<file path="src/rtl/i2c_xfer_ctrl.sv">
// i2c_xfer_ctrl: I2C master transfer sequencer feeding the byte FSM; optional watchdog under I2C_TIMEOUT_EN
module i2c_xfer_ctrl #(
    parameter int LEN_W     = 8,
    parameter int TIMEOUT_W = 16
) (
    input  logic             clk,
    input  logic             rst_,
    input  logic             master,
    input  logic             req_valid,
    output logic             req_ready,
    input  logic [6:0]       req_addr,
    input  logic             req_rw,
    input  logic [LEN_W-1:0] req_len,
    input  logic [7:0]       wdata,
    input  logic             wdata_valid,
    output logic             wdata_ready,
    output logic [7:0]       rdata,
    output logic             rdata_valid,
    output logic [7:0]       cmd,
    output logic [7:0]       din,
    input  logic [7:0]       dout,
    input  logic             byte_done,
    input  logic             ack,
    input  logic             al,
    output logic             busy,
    output logic             done,
    output logic             nack_err,
    output logic             al_err,
    output logic             to_err
);
    typedef enum logic [2:0] {IDLE, START, ADDR, WDATA, RDATA, STOP, DONE} state_t;

    if (LEN_W < 1 || TIMEOUT_W < 2) begin : g_param_chk
        $error("i2c_xfer_ctrl: LEN_W must be >= 1 and TIMEOUT_W >= 2");
    end

    state_t           state_q;
    logic [6:0]       addr_q;
    logic             rw_q;
    logic [LEN_W-1:0] cnt_q;
    logic [7:0]       cmd_q, din_q, rdata_q;
    logic             rdata_valid_q, busy_q, done_q, nack_q, al_q, to_q;
    logic             issue, bd, last, to_hit;

    // a command is issued only from an idle command port, so a zero gap always follows byte_done
    assign issue       = cmd_q == 8'h00;
    assign bd          = byte_done && !issue;
    assign last        = cnt_q <= LEN_W'(1);
    assign req_ready   = state_q == IDLE && master && !rst_;
    assign wdata_ready = state_q == WDATA && issue && wdata_valid && !al && !rst_;
    assign cmd         = cmd_q;
    assign din         = din_q;
    assign rdata       = rdata_q;
    assign rdata_valid = rdata_valid_q;
    assign busy        = busy_q;
    assign done        = done_q;
    assign nack_err    = nack_q;
    assign al_err      = al_q;
    assign to_err      = to_q;

`ifdef I2C_TIMEOUT_EN
    logic [TIMEOUT_W-1:0] to_cnt_q;
    // watchdog counts cycles the current command has been outstanding
    always_ff @(posedge clk) to_cnt_q <= (rst_ || issue) ? '0 : to_cnt_q + 1'b1;
    assign to_hit = !issue && &to_cnt_q && !byte_done;
`else
    assign to_hit = 1'b0;
`endif

    // transfer sequencer: accept, issue START/ADDR/data/STOP, collect status
    always_ff @(posedge clk) begin
        rdata_valid_q <= 1'b0;
        done_q        <= 1'b0;
        if (rst_) begin
            state_q <= IDLE;
            addr_q  <= '0;
            rw_q    <= 1'b0;
            cnt_q   <= '0;
            cmd_q   <= '0;
            din_q   <= '0;
            rdata_q <= '0;
            busy_q  <= 1'b0;
            nack_q  <= 1'b0;
            al_q    <= 1'b0;
            to_q    <= 1'b0;
        end else if (state_q == IDLE) begin
            if (req_valid && req_ready) begin
                addr_q  <= req_addr;
                rw_q    <= req_rw;
                cnt_q   <= req_len;
                nack_q  <= 1'b0;
                al_q    <= 1'b0;
                to_q    <= 1'b0;
                busy_q  <= 1'b1;
                state_q <= START;
            end
        end else if (al && state_q != DONE) begin
            al_q    <= 1'b1;
            cmd_q   <= '0;
            done_q  <= 1'b1;
            state_q <= DONE;
        end else if (to_hit) begin
            to_q    <= 1'b1;
            cmd_q   <= '0;
            done_q  <= 1'b1;
            state_q <= DONE;
        end else begin
            case (state_q)
                START: begin
                    if (bd) begin
                        cmd_q   <= '0;
                        state_q <= ADDR;
                    end else if (issue) cmd_q <= 8'h80;
                end
                ADDR: begin
                    if (bd) begin
                        cmd_q   <= '0;
                        if (ack) nack_q <= 1'b1;
                        state_q <= (ack || cnt_q == '0) ? STOP : rw_q ? RDATA : WDATA;
                    end else if (issue) begin
                        cmd_q <= 8'h20;
                        din_q <= {addr_q, rw_q};
                    end
                end
                WDATA: begin
                    if (bd) begin
                        cmd_q   <= '0;
                        if (ack) nack_q <= 1'b1;
                        cnt_q   <= (cnt_q != '0) ? cnt_q - 1'b1 : cnt_q;
                        state_q <= (ack || last) ? STOP : WDATA;
                    end else if (wdata_ready) begin
                        cmd_q <= 8'h20;
                        din_q <= wdata;
                    end
                end
                RDATA: begin
                    if (bd) begin
                        cmd_q         <= '0;
                        rdata_q       <= dout;
                        rdata_valid_q <= 1'b1;
                        cnt_q         <= (cnt_q != '0) ? cnt_q - 1'b1 : cnt_q;
                        state_q       <= last ? STOP : RDATA;
                    end else if (issue) cmd_q <= {4'b0001, cnt_q == LEN_W'(1), 3'b000};
                end
                STOP: begin
                    if (bd) begin
                        cmd_q   <= '0;
                        done_q  <= 1'b1;
                        state_q <= DONE;
                    end else if (issue) cmd_q <= 8'h40;
                end
                DONE: begin
                    busy_q  <= 1'b0;
                    state_q <= IDLE;
                end
                default: state_q <= IDLE;
            endcase
        end
    end
endmodule

</file>
<file path="config.mk">
export PLATFORM = sky130hd
export DESIGN_NAME = i2c_xfer_ctrl
export DESIGN_NICKNAME = d
export VERILOG_FILES = /design/src/rtl/i2c_xfer_ctrl.sv
export SDC_FILE = /design/constraint.sdc
export NUM_CORES = 1
export LEC_CHECK = 0
export CAP_MARGIN = 20
export CORE_MARGIN = 2
export CORE_UTILIZATION = 42
export DETAILED_ROUTE_END_ITERATION = 6
export PLACE_DENSITY = 0.75
export SYNTH_ARGS = -nofsm -noshare
export SYNTH_HDL_FRONTEND = slang
export SYNTH_SLANG_ARGS = --single-unit
</file>
<file path="constraint.sdc">
create_clock -name clk -period 1.77 [get_ports clk]
set_input_delay 0.2655 -clock clk [delete_from_list [all_inputs] [get_ports clk]]
set_output_delay 0.2655 -clock clk [all_outputs]
set_load 0.005 [all_outputs]
</file>
==> results.yml <==
run_status:
  status: "finished, violations left"
  violations: "negative setup slack"
layout:
  final_cell_mix: "65 x clkdlybuf4s50_1, 49 x buf_4, 40 x dfxtp_1"
  nFillCells: 449
  num_antenna_cells: 0
  drive_above_1_share_pct: 26.1
  nNetsFinal: 448
  area_delta_synth_final_pct: 61.1
  design_area_mm2: 0.00377
  fin_cells: 478
  final_common_cell: "clkdlybuf4s50_1"
setup_path:
  worst-setup-path-type: "flop to flop"
  timing.rr.start: "cmd[5]"
  startpoint: "cmd[5]"
  required_ns: 1.98
  start_kind: "flop"
  worstPathCellList: "or3_4 -> or4_4 -> buf_6 -> a211oi_4 -> buf_12 -> nor2_1 -> a311oi_1"
  cp_top_family: "simple AND/OR/NAND/NOR gates"
  cp-end-kind: "flop"
  cpPeakStageDelay_ns: 0.45
  crit_slowest_cell: "or4_4"
  crit_fanout: 16
  crit_buf_inv: 2
  arrival_ns: 2.29
detailed_routing:
  ant_nets: 0
  vias_per_cell: 5.42
  wl_um: 7210
  routedWlPerCell_um: 15.1
  drc_errors: 0
  drt_first_pass_iters: 5
  route.vias.total: 2589
  first_iter_violations: 262
floorplan:
  num_io_pins: 72
  design.core.area_mm2: 0.00544
  dieHeight_um: 78.6
  rows: 27
  start_util_pct: 43.0
  die_w_um: 78.6
  die_area_mm2: 0.00618
clocking:
  root_buffer: "clkbuf_8"
  cts_buffers: 5
  clk_latency_ns: 0.31
  clkTransAtPathRegs_ns: 0.09
  cts_tree: "done"
  clockBufferDepth: 2
  cts_hold_buffers: 0
  cts_max_level: 2
  cts_sinks: 45
global_route:
  met1_usage_pct: 30.3
  gr-usage-met3_pct: 4.60
  overflow: 0
  grt_pass1_wl_um: 11600
  grt_pass1_vias: 2483
  grt_antenna_before_repair: 0
  use_met2_pct: 40.9
  grt_use_total_pct: 23.8
  top_usage_layer: "met2"
  grt_max_degree: 22
sta:
  finalClockSkew_ns: 0.00644
  finalSetupViolCount: 35
  setup_tns_ns: -7.41
  maxClockFrequency_ghz: 0.480
  worst_slack_ns: -0.313
  fin_crit_ns: 2.08
  rsz0062_at_grt: "true"
  worst_slew_pin_slew_ns: 0.520
  finalCritPeriodShare_pct: 118
  finalHoldViolCount: 0
  maxSlewViolCount: 0
  max_slew_margin_pct: 64.9
logic_synthesis:
  ys_types: 50
  synth_area_per_cell_um2: 7.98
  syn_area_mm2: 0.00234
  yosysWarningCount: 0
  synth_edf_count: 0
  synthArstFlopShare_pct: 0
  yosys.area.top_type: "dfxtp_1"
  ys_ff_latch: 45
  synth.top_cell.area_share_pct: 38.5
  synth_area_leaders: "dfxtp_1 39%, o21ai_0 5.6%, nand2_1 5.5%"
  ys_seq_area_share_pct: 38.5
  ys.flop_type: "dfxtp_1"
  synth_cells: 293
power:
  p_total_uw: 2730
  powerDensity_mw_per_mm2: 725
  irDropWorstVdd_mv: 0.616
  p_leak_uw: 0.00148
placed_design:
  routabilityCongestion: 0.924
  dp_worst_setup_slack_ns: -0.504
  io_buffers: 67
  postPlaceCellArea_mm2: 0.00341
  dp_cells: 464
  dp_hpwl_um: 4960
min_path:
  hp-class: "flop to flop"
  hold_start: "addr_q[6]"
job:
  max_cap_violations: 0
## synthesized netlist by cell type (6+ instances only)
cell type  number
o21ai_0        26
buf_4           6
inv_1           7
mux2i_1        11
clkbuf_1       13
nand2b_1       11
a21oi_1        16
nor3_1          9
nand2_1        34
a311oi_1        7
nand3_1        14
dfxtp_1        45
nor2_1         34
## registers in the layout, indices dropped and copies added (netlist names)
register	cells
addr_q	7
al_err	1
busy	1
cmd	5
cnt_q	8
din	8
done	1
nack_err	1
rdata	8
rdata_valid	1
rw_q	1
state_q	3
## worst min-delay path, cell delays in order, from the launching register on
cell and delay [ns]:
dfxtp_1 0.32, nand2b_1 0.06, o21ai_0 0.06
## kinds of logic (layout without fill, tap and decap cells)
kind of cell               count (synthesis)  count (layout)  share of synthesized area [%]
DFF                                       45              45                           38.5
muxes                                     11              11                           4.71
AOI/OAI and AO/OA                         78              78                           23.0
adders and majority gates                  3               3                           1.61
buffers and inverters                     30             140                           6.26
and+or+nand+nor                          125             125                           25.8
other                                      1               4                          0.160
## worst paths after layout
kind,to,slack (ns),depth (start not counted)
hold / removal,addr_q[6],0.48,2
hold reg to reg,addr_q[6],0.48,2
setup reg to reg,din[7],-0.31,7
setup / recovery,din[7],-0.31,7
## through the flow
stage	hold slack [ns]	utilization, %
after global routing	0.508	69.3
final	0.485	69.3
after detailed placement	0.476	62.7
after CTS	0.492	68.2
after floorplan	0.374	-
after global placement	0.461	62.7
## cell type report
class                           count  area (um2)  area share (%)
Clock buffer                        6        72.6            1.93
Clock inverter                      2        38.8            1.03
Inverter                            7        26.3           0.697
Multi-Input combinational cell    221        1470            39.0
Sequential cell                    45         907            24.1
Tap cell                           72        90.1            2.39
Timing Repair Buffer              125        1160            30.9
## what timing repair did
| item | 4_1_cts | 5_1_grt |
|---|---|---|
| pin swaps | 7 | 1 |
| endpoints found under the hold margin | 0 | 0 |
| setup buffers | 5 | 0 |
| gates cloned | 1 | 0 |
| endpoints found under the setup margin | 35 | 37 |
| gates resized for setup | 40 | 14 |
## layer usage
metal	vias up	wire, um
met2	94	3570
met1	1215	3110
met4	0	140
met5	-	0
met3	18	382
li1	1262	-
## report_power, final
group,switching [uW],internal (uW),leakage [uW]
clock network,374,424,0.0000554
registers,37.5,1060,0.000367
logic,390,445,0.00106
(Power assumes the default switching activity.)
